### config.mk
export PLATFORM = sky130hd
export DESIGN_NAME = bar_pattern_decoder
export DESIGN_NICKNAME = d
export VERILOG_FILES = /design/src/rtl/bar_pattern_decoder.sv
export SDC_FILE = /design/constraint.sdc
export NUM_CORES = 1
export LEC_CHECK = 0
export ABC_AREA = 1
export ABC_CLOCK_PERIOD_IN_PS = 1400
export CORE_MARGIN = 2
export CORE_UTILIZATION = 53
export CTS_CLUSTER_SIZE = 28
export DETAILED_ROUTE_END_ITERATION = 6
export PLACE_DENSITY_LB_ADDON = 0.3
export SETUP_SLACK_MARGIN = 0.1
export SYNTH_ARGS = -nofsm -noshare
export SYNTH_HDL_FRONTEND = slang
export SYNTH_SLANG_ARGS = --single-unit
### constraint.sdc
create_clock -name iCLK -period 1.4 [get_ports iCLK]
set_input_delay 0.28 -clock iCLK [delete_from_list [all_inputs] [get_ports iCLK]]
set_output_delay 0.28 -clock iCLK [all_outputs]
set_load 0.03 [all_outputs]
### src/rtl/bar_pattern_decoder.sv
// Bar-graph pattern decoder: sync, debounce, classify, report once via valid/ready.
// Define BAR_DEC_SPECIAL_EN to accept the hand / driver-reset / driver-default patterns.
module bar_pattern_decoder #(
  parameter int STABLE_CYCLES = 50000,
  parameter int CNT_W         = 16
) (
  input  logic       iCLK,
  input  logic       iRST,
  input  logic [9:0] iSW,
  input  logic       iREADY,
  output logic       oVALID,
  output logic [4:0] oCODE,
  output logic       oHAND,
  output logic       oERR
);

  typedef enum logic {
    SETTLE,
    PRESENT
  } state_t;

  typedef struct packed {
    logic       err;
    logic       hand;
    logic [4:0] code;
  } dec_t;

  localparam logic [CNT_W-1:0] CNT_MAX = CNT_W'(STABLE_CYCLES);
  localparam logic [CNT_W-1:0] CNT_ARM = CNT_W'(STABLE_CYCLES - 1);

  logic [9:0]       sync_a;
  logic [9:0]       sync_b;
  logic [9:0]       prev;
  logic [CNT_W-1:0] cnt;
  logic [9:0]       last;
  logic             reported;
  logic             stable;
  logic             load;
  dec_t             dec;
  state_t           state;
  state_t           state_nxt;

  function automatic dec_t decode(input logic [9:0] p);
    dec_t d;
    d.code = 5'h1F;
    d.hand = 1'b0;
    d.err  = 1'b1;
    if (p == 10'd0) begin
      d.code = 5'd0;
      d.err  = 1'b0;
    end
    for (int k = 1; k <= 10; k++) begin
      if (p == 10'((1 << k) - 1)) begin
        d.code = 5'(k);
        d.err  = 1'b0;
      end
    end
    // high-aligned runs mirror the fill codes from the top: n ones -> 20-n
    for (int n = 1; n <= 9; n++) begin
      if (p == 10'(~((1 << (10 - n)) - 1))) begin
        d.code = 5'(20 - n);
        d.err  = 1'b0;
      end
    end
`ifdef BAR_DEC_SPECIAL_EN
    if (p == 10'b1010101010) begin
      d.code = 5'd0;
      d.hand = 1'b1;
      d.err  = 1'b0;
    end
    if (p == 10'b1100110011) begin
      d.code = 5'h1E;
      d.err  = 1'b0;
    end
    if (p == 10'b0011001100) begin
      d.code = 5'h1D;
      d.err  = 1'b0;
    end
`endif
    return d;
  endfunction

  always_ff @(posedge iCLK) begin
    if (iRST) begin
      sync_a <= '0;
      sync_b <= '0;
      prev   <= '0;
      cnt    <= '0;
    end else begin
      sync_a <= iSW;
      sync_b <= sync_a;
      prev   <= sync_b;
      if (sync_b != prev) begin
        cnt <= '0;
      end else if (cnt < CNT_MAX) begin
        cnt <= cnt + 1'b1;
      end
    end
  end

  // prev has held its value long enough; report only if it is news
  assign stable = (cnt >= CNT_ARM) &&
                  (!reported || (prev != last));
  assign dec    = decode(prev);

  always_ff @(posedge iCLK) begin
    if (iRST) begin
      state <= SETTLE;
    end else begin
      state <= state_nxt;
    end
  end

  always_comb begin
    state_nxt = state;
    unique case (state)
      SETTLE: begin
        if (stable) begin
          state_nxt = PRESENT;
        end
      end
      PRESENT: begin
        if (iREADY) begin
          state_nxt = SETTLE;
        end
      end
      default: state_nxt = SETTLE;
    endcase
  end

  always_comb begin
    oVALID = 1'b0;
    load   = 1'b0;
    unique case (state)
      SETTLE:  load   = stable;
      PRESENT: oVALID = 1'b1;
      default: oVALID = 1'b0;
    endcase
  end

  always_ff @(posedge iCLK) begin
    if (iRST) begin
      oCODE    <= '0;
      oHAND    <= 1'b0;
      oERR     <= 1'b0;
      last     <= '0;
      reported <= 1'b0;
    end else if (load) begin
      oCODE    <= dec.code;
      oHAND    <= dec.hand;
      oERR     <= dec.err;
      last     <= prev;
      reported <= 1'b1;
    end
  end

endmodule

Yosys cells after proc, flatten, opt, wreduce, memory -nomap -nowiden:

Cells that the tools add are included.
W data, S select, Z words.

* register bits: 64
* input bits: 13
* output and inout port bits: 8
* logic and storage cells: 84

* add/subtract/negate cells: 1
* $lt $le $gt $ge: 2
* equality and inequality tests: 21
* mux-type cells: 45
* bitwise operators: 1
* reduce and logical (&&, ||, !) cells: 5

Operator list (number)
* $eq A10 B10 Y1 const B: 10
* $mux W5: 20
* $mux W1: 24
* $ne A10 B10 Y1: 2
* $add A16 B1 Y16 const B: 1
* $ge A16 B16 Y1 const B: 1
* $lt A16 B16 Y1 const B: 1
* $eq A10 B1 Y1 const B: 1
* $eq A10 B2 Y1 const B: 1
* $eq A10 B3 Y1 const B: 1
* $eq A10 B4 Y1 const B: 1
* $eq A10 B5 Y1 const B: 1
* $eq A10 B6 Y1 const B: 1
* $eq A10 B7 Y1 const B: 1
* $eq A10 B8 Y1 const B: 1
* $eq A10 B9 Y1 const B: 1
* $logic_not A10 Y1: 1
* $pmux W1 S2: 1
* $reduce_or A2 Y1: 1
* $logic_and A1 B1 Y1: 1
* $logic_not A1 Y1: 1
* $logic_or A1 B1 Y1: 1
* $not A1 Y1: 1

Logic depth before layout (Yosys ltp):

Gate-level depths: netlist (run 1).

* word-level depth: 21
* gate-level depth with buffers: 13
* depth with buffers taken out: 11

Worst setup path after synthesis (run 1):

No wires, ideal clock.

* kind: flip-flop to flip-flop
* start: register cnt[1]
* end: register last[1]
* setup time: 0.116 ns
* data arrival time: 1.409 ns
* data required time: 1.284 ns
* setup slack: -0.125 ns
* stages on the path, launching flop included: 12
* path buffers: 1
* period minus slack after synthesis: 1.525 ns
* cells stage by stage: dfxtp_1 ha_1 nand2_1 nor2_1 nand3_1 nor2_1 nor2_1 nor2_4 nand2_4 buf_6 o21ai_0 nor2_1

* cells in the longest elaborated chain, start to end: 3

RTL lines
* start: declaration: line 34 `logic [CNT_W-1:0] cnt;`
* start signal: assignment: line 96 `cnt <= cnt + 1'b1;`
* $ge A16 B16 Y1: line 102 `assign stable = (cnt >= CNT_ARM) &&`
* $logic_and A1 B1 Y1: line 102
* $mux W1: line 134 `unique case (state)`
* end signal: assignment: line 152 `last <= prev;`
* end: declaration: line 35 `logic [9:0] last;`

No other way between the ends.
A chain may end at the register's enable or synchronous reset.

Final worst setup path (run 1):

* start: register cnt[14]
* end: register state

* cells in the longest elaborated chain, start to end: 4

RTL lines
* $ge A16 B16 Y1: line 102
* $logic_and A1 B1 Y1: line 102
* $mux W1: line 118 `if (stable) begin`
* $pmux W1 S2: line 116 `unique case (state)`
* end signal: assignment: line 110 `state <= state_nxt;`
* end: declaration: line 40 `state_t state;`

No other way between the ends.

==> results.sh, run 1 <==
export IMPL_clockBufferDepth=2
export IMPL_ir_drop_mv=0.799
export IMPL_dp_hpwl_um=4800
export IMPL_leakagePower_nw=1.98
export IMPL_vias=3453
export IMPL_clkTransAtPathRegs_ns=0.08
export IMPL_antenna_found_initial=0
export IMPL_ys_types=34
export IMPL_grt_pass1_vias=2988
export IMPL_yosysWarnings=0
export IMPL_area_growth_pct=45.9
export IMPL_routedWlPerCell_um=15.1
export IMPL_cp_arrival_ns=2.00
export IMPL_track_usage_pct=26.1
export IMPL_first_iter_violations=281
export IMPL_r2r_start="cnt[14]"
export IMPL_synthCells=462
export IMPL_ios=21
export IMPL_post_route_period_util_pct=123
export IMPL_worstHoldPathType="flip-flop to flip-flop"
export IMPL_muxShareOfSynthArea_pct=0
export IMPL_fin_crit_ns=1.72
export IMPL_setup_viol=34
export IMPL_hold_start="sync_a[8]"
export IMPL_hold_viol=0
export IMPL_antenna_left=0
export IMPL_synth_nets=476
export IMPL_slew_violations=0
export IMPL_syn_area_mm2=0.00304
export IMPL_synth_xor_area_share_pct=1.44
export IMPL_drc=0
export IMPL_cts_tree="yes"
export IMPL_crit_fanout=4
export IMPL_crit_type="flip-flop to flip-flop"
export IMPL_ys_ff_latch=64
export IMPL_synthAdderAreaFrac_pct=0.412
export IMPL_fp_dieW_um=79.7
export IMPL_required_ns=1.68
export IMPL_routed_wl_um=9500
export IMPL_synth_compound_area_share_pct=9.22
export IMPL_rows=27
export IMPL_initial_core_util_pct=55.2
export IMPL_nets=568
export IMPL_numPortBuffers=19
export IMPL_cts_buffers=9
export IMPL_diodes=0
export IMPL_maxCapViolations=0
export IMPL_place_area_mm2=0.00375
export IMPL_drt_pre_antenna_iters=5
export IMPL_violations="negative setup slack"
export IMPL_utilization_pct=80.5
export IMPL_synth_top_family_by_area="simple AND/OR/NAND/NOR gates"
export IMPL_crit_start="cnt[14]"
export IMPL_h_tree_depth=3
export IMPL_drive_gt1_share_pct=35.8
export IMPL_via_per_inst=5.47
export IMPL_synth_simple_area_share_pct=33.2
export IMPL_avgSynthCellArea_um2=6.58
export IMPL_grt_ovfl_total=0
export IMPL_die_h_um=79.7
export IMPL_clock_latency_ns=0.36
export IMPL_p_per_area_mw_per_mm2=883
export IMPL_grt_max_degree=27
export IMPL_grt_setup_unrepaired="true"
export IMPL_status="finished with violations"
export IMPL_die_area_mm2=0.00636
export IMPL_grt_pass1_wl_um=12800
export IMPL_final_design_area_no_fill_mm2=0.00444
export IMPL_total_power_mw=3.92
export IMPL_cp_start_kind="flip-flop"
export IMPL_cts_root_buf="clkbuf_8"
export IMPL_endpoint_kind="flip-flop"
export IMPL_skew_ns=0.0167
export IMPL_core_area_mm2=0.00551
export IMPL_ys_seq_area_share_pct=42.2
export IMPL_maxSlewHeadroom_pct=65.9
export IMPL_tightestPinTransition_ns=0.511
export IMPL_cts_sinks=64
export IMPL_fmax_mhz=580
export IMPL_gp_congestion=0.904
export IMPL_timing_final_ws_setup_ns=-0.323
[report_power, final]
part / internal (mW) / switching [mW]
combinational: 0.168 / 0.201
sequential: 1.85 / 0.0288
clock: 0.840 / 0.827
total: 2.86 / 1.06
[cell type report]
class                      instances  area, um2
multi-input combinational        299       1680
sequential                        64       1310
fill                             338       1070
timing repair buffer              94        820
inverter                          86        337
clock buffer                       9        124
tap                               72       90.1
clock inverter                     7       77.6
[synthesized netlist by cell type, drive strengths merged]
master   instances  area, um2
nor2           102        393
nand2           99        384
inv             86        325
dfxtp           64       1280
o21ai           24        120
a21oi           19        103
nand3           18       90.1
nand4           12       75.1
nor3            10       61.3
buf              7       58.8
clkbuf           6       23.8
xor2             3       26.3
o22ai            2       12.5
xnor2            2       17.5
a22oi            1       7.51
a31o             1       8.76
a31oi            1       12.5
and3             1       6.26
conb             1       3.75
ha               1       12.5
o2111ai          1       8.76
o21bai           1       7.51
[placed cells by master (no fill, tap or decap), types with 4 or more instances in the layout]
cell             count
dfxtp_1             49
o21ai_2             10
clkdlybuf4s50_1     12
nand2_4              8
o21ai_1              8
nand2_2             15
nand4_1             12
buf_4               66
a21oi_1             10
dfxtp_4              4
inv_1               78
nor2_1              80
buf_6                6
inv_2                5
clkdlybuf4s15_2      5
nand2_1             76
dfxtp_2             11
nor2_4               4
nor2_2              18
nand3_1             15
nor3_1               5
clkbuf_8             9
nor3_4               4
a21oi_2              9
[registers in the layout (all words and copies together), names as in the netlist]
register / flops
oERR: 1
cnt: 16
reported: 1
sync_b: 10
state: 1
sync_a: 10
oCODE: 5
prev: 10
last: 10
[metrics by stage]
step / hold WS (ns) / setup slack [ns] / TNS (ns) / std cells
finish: 0.404 / -0.323 / -7.85 / 631
global route: 0.417 / -0.355 / -9.87 / 631
CTS: 0.404 / -0.131 / -3.10 / 627
detailed placement: 0.394 / -0.273 / -7.42 / 600
global placement: 0.389 / -0.220 / -5.66 / 600
floorplan: 0.387 / -0.0820 / -0.819 / 462
[path summary, 6_finish.rpt]
check | to | slack, ns | cells after the start
setup / recovery | state | -0.32 | 10
hold / removal | sync_b[8] | 0.40 | 2
setup reg to reg | state | -0.32 | 10
hold reg to reg | sync_b[8] | 0.40 | 2
[worst max-delay path: stages (launching register included)]
cell and delay, ns:
dfxtp_1 0.34, nand2_1 0.12, nor2_2 0.21, nand3_1 0.13
nor2_2 0.13, nor2_2 0.06, nor2_4 0.11, nand2_4 0.11
buf_4 0.15, buf_4 0.13, a21oi_2 0.15
[repair_timing]
action,4_1_cts,5_1_grt
pin swaps,16,20
hold buffers,0,0
setup endpoints to repair,41,36
setup buffers,10,4
gates resized for setup,98,45
cloned,1,0
[cell families after synthesis]
kind of cell             Yosys count
AO/OA/AOI/OAI                     50
XOR/XNOR                           5
adder cells (fa/ha/maj)            1
buffers and inverters             99
flip-flops                        64
other                              1
AND/OR/NAND/NOR                  242
[layer usage]
| layer | global-route usage (%) | share of wire (%) | wire [um] |
|---|---|---|---|
| met3 | 6.90 | 8.2 | 775 |
| met1 | 30.5 | 39 | 3710 |
| met2 | 44.1 | 48 | 4550 |
| met4 | 12.4 | 4.9 | 463 |
| met5 | 0 | 0 | 0 |
Power figures use the tool's default switching activity.
==> run 2: changes to the inputs <==
- CAP_MARGIN: not set -> 10
- RECOVER_POWER: not set -> 50
==> run 2 against run 1 <==
  * The flow still finishes with violations (negative setup slack)
  * Cell area stayed put
  * Sequential cell count stayed put
  * Clock skew rose by 0.00068 ns
  * First-iteration DRC count increased by 0.71%
  * Die area is the same
  * Critical path depth is the same
  * Wire length decreased by 0.42%
  * Count of clock-buffer cells in the layout stayed put
  * Power hardly changed
  * Fmax rose by 0.80%
==> results.sh, run 2 (synthesized netlist as in run 1, its figures left out) <==
export IMPL_status="finished with violations"
export IMPL_violations="negative setup slack"
export IMPL_track_usage_pct=26.1
export IMPL_power_internal_mw=2.86
export IMPL_final_cells=631
export IMPL_largest_register_ffs=16
export IMPL_r2r_slack_ns=-0.31
export IMPL_drt_pre_antenna_iters=5
export IMPL_routedWlPerCell_um=15.0
export IMPL_layout_common_cells="nor2_1 (80), inv_1 (78), nand2_1 (76), buf_4 (65), dfxtp_1 (49)"
export IMPL_critPathSlowestCell="dfxtp_1"
export IMPL_multi_input_area_mm2=0.00168
export IMPL_initial_core_util_pct=55.2
export IMPL_die_area_mm2=0.00636
export IMPL_grt_max_degree=27
export IMPL_swShare_pct=27.0
export IMPL_h_tree_depth=3
export IMPL_post_route_period_util_pct=122
export IMPL_area_growth_pct=45.9
export IMPL_postCtsHoldBufs=0
export IMPL_die_h_um=79.7
export IMPL_clockBufferDepth=2
export IMPL_gp_congestion=0.904
export IMPL_ios=21
export IMPL_grt_setup_unrepaired="true"
export IMPL_cts_tree="yes"
export IMPL_placed_cells=600
export IMPL_leakagePower_nw=1.98
export IMPL_cts_root_buf="clkbuf_8"
export IMPL_cp_arrival_ns=1.99
export IMPL_maxCapViolations=0
export IMPL_skew_ns=0.0174
export IMPL_final_design_area_no_fill_mm2=0.00444
export IMPL_layout_commonest_cell="nor2_1"
export IMPL_routed_wl_um=9460
export IMPL_fin_tns_setup_ns=-7.44
export IMPL_p_clk_share_pct=42.5
export IMPL_drc=0
export IMPL_fin_crit_ns=1.71
export IMPL_timing_final_ws_setup_ns=-0.309
export IMPL_total_power_mw=3.91
export IMPL_setup_viol=34
export IMPL_worstPathCellList="nand2_1, nor2_2, nand3_1, nor2_2, nor2_2, nor2_4, nand2_4, buf_4, buf_4, a21oi_2"
export IMPL_grt_ovfl_total=0
export IMPL_grt_pass1_wl_um=12800
export IMPL_endpoint_kind="flip-flop"
export IMPL_worstHoldPathType="flip-flop to flip-flop"
export IMPL_vias=3430
export IMPL_required_ns=1.68
export IMPL_net_switching_power_mw=1.05
export IMPL_hold_viol=0
export IMPL_numPortBuffers=19
export IMPL_p_seq_share_pct=48.1
export IMPL_p_per_area_mw_per_mm2=882
export IMPL_cts_sinks=64
export IMPL_utilization_pct=80.5
export IMPL_regMostFlops="cnt"
export IMPL_drive_gt1_share_pct=35.8
export IMPL_cts_buffers=9
export IMPL_grt_pass1_vias=2988
export IMPL_rows=27
export IMPL_diodes=0
export IMPL_antenna_left=0
export IMPL_combPwrFrac_pct=9.4
export IMPL_fmax_mhz=585
export IMPL_tightestPinTransition_ns=0.519
export IMPL_cp_start_kind="flip-flop"
export IMPL_core_area_mm2=0.00551
export IMPL_crit_path_frequent_cell="nor2_2"
export IMPL_n_fill_cell=338
export IMPL_slew_violations=0
export IMPL_place_ws_ns=-0.273
export IMPL_nets=568
export IMPL_clock_latency_ns=0.36
export IMPL_cpPeakStageDelay_ns=0.34
export IMPL_ir_drop_mv=0.801
export IMPL_antenna_found_initial=0
export IMPL_crit_fanout=4
export IMPL_place_area_mm2=0.00375
export IMPL_ff_latch_area_mm2=0.00131
export IMPL_clkTransAtPathRegs_ns=0.08
export IMPL_maxSlewHeadroom_pct=65.4
export IMPL_whs_ns=0.403
export IMPL_first_iter_violations=283
export IMPL_fp_dieW_um=79.7
export IMPL_dp_hpwl_um=4800
export IMPL_crit_type="flip-flop to flip-flop"
export IMPL_via_per_inst=5.44
-- run 2: changes by cell type in the layout (fill, tap and decap cells not counted), sizes merged --
cell and change:
clkbuf +1, clkdlybuf4s50 -1, buf -1, dlygate4sd3 +1
-- run 2: what timing repair did --
item	in CTS	in global routing
resized for setup	98	45
endpoints found under the setup margin	41	36
hold endpoints to repair	0	0
pin swaps	16	20
setup buffers	10	4
cloned	1	0
-- run 2: final cells by class --
type / count / share of cell area, %
multi-input combinational: 299 / 37.8
timing repair buffer: 94 / 18.5
clock buffer: 9 / 2.79
tap: 72 / 2.03
sequential: 64 / 29.5
inverter: 86 / 7.59
clock inverter: 7 / 1.75
-- run 2: worst max-delay path, delay by kind of cell (launching register included) --
family | cells | cell delay, ns
AOI/OAI and AO/OA | 1 | 0.15
buffers and inverters | 2 | 0.28
and+or+nand+nor | 7 | 0.85
DFF | 1 | 0.34
-- run 2: power groups by stage --
stage               Combinational (mW)  Sequential [mW]  Clock (mW)
floorplan                        0.184             1.92           0
CTS                              0.335             1.88        1.65
global route                     0.401             1.88        1.75
finish                           0.368             1.88        1.66
detailed placement               0.283             1.92           0
global placement                 0.277             1.92           0
-- run 2: final timing paths --
path / from / to / depth (start not counted)
max: cnt[14] / state / 10
min: sync_a[7] / sync_b[7] / 2
max reg2reg: cnt[14] / state / 10
min reg2reg: sync_a[7] / sync_b[7] / 2
-- run 2: layer usage --
layer | GRT usage (%) | share of wire [%] | vias to the layer above
met5 | 0 | 0 | -
met4 | 12.4 | 4.5 | 0
met3 | 6.90 | 7.2 | 49
met2 | 44.1 | 49 | 172
met1 | 30.5 | 40 | 1610
li1 | - | - | 1599
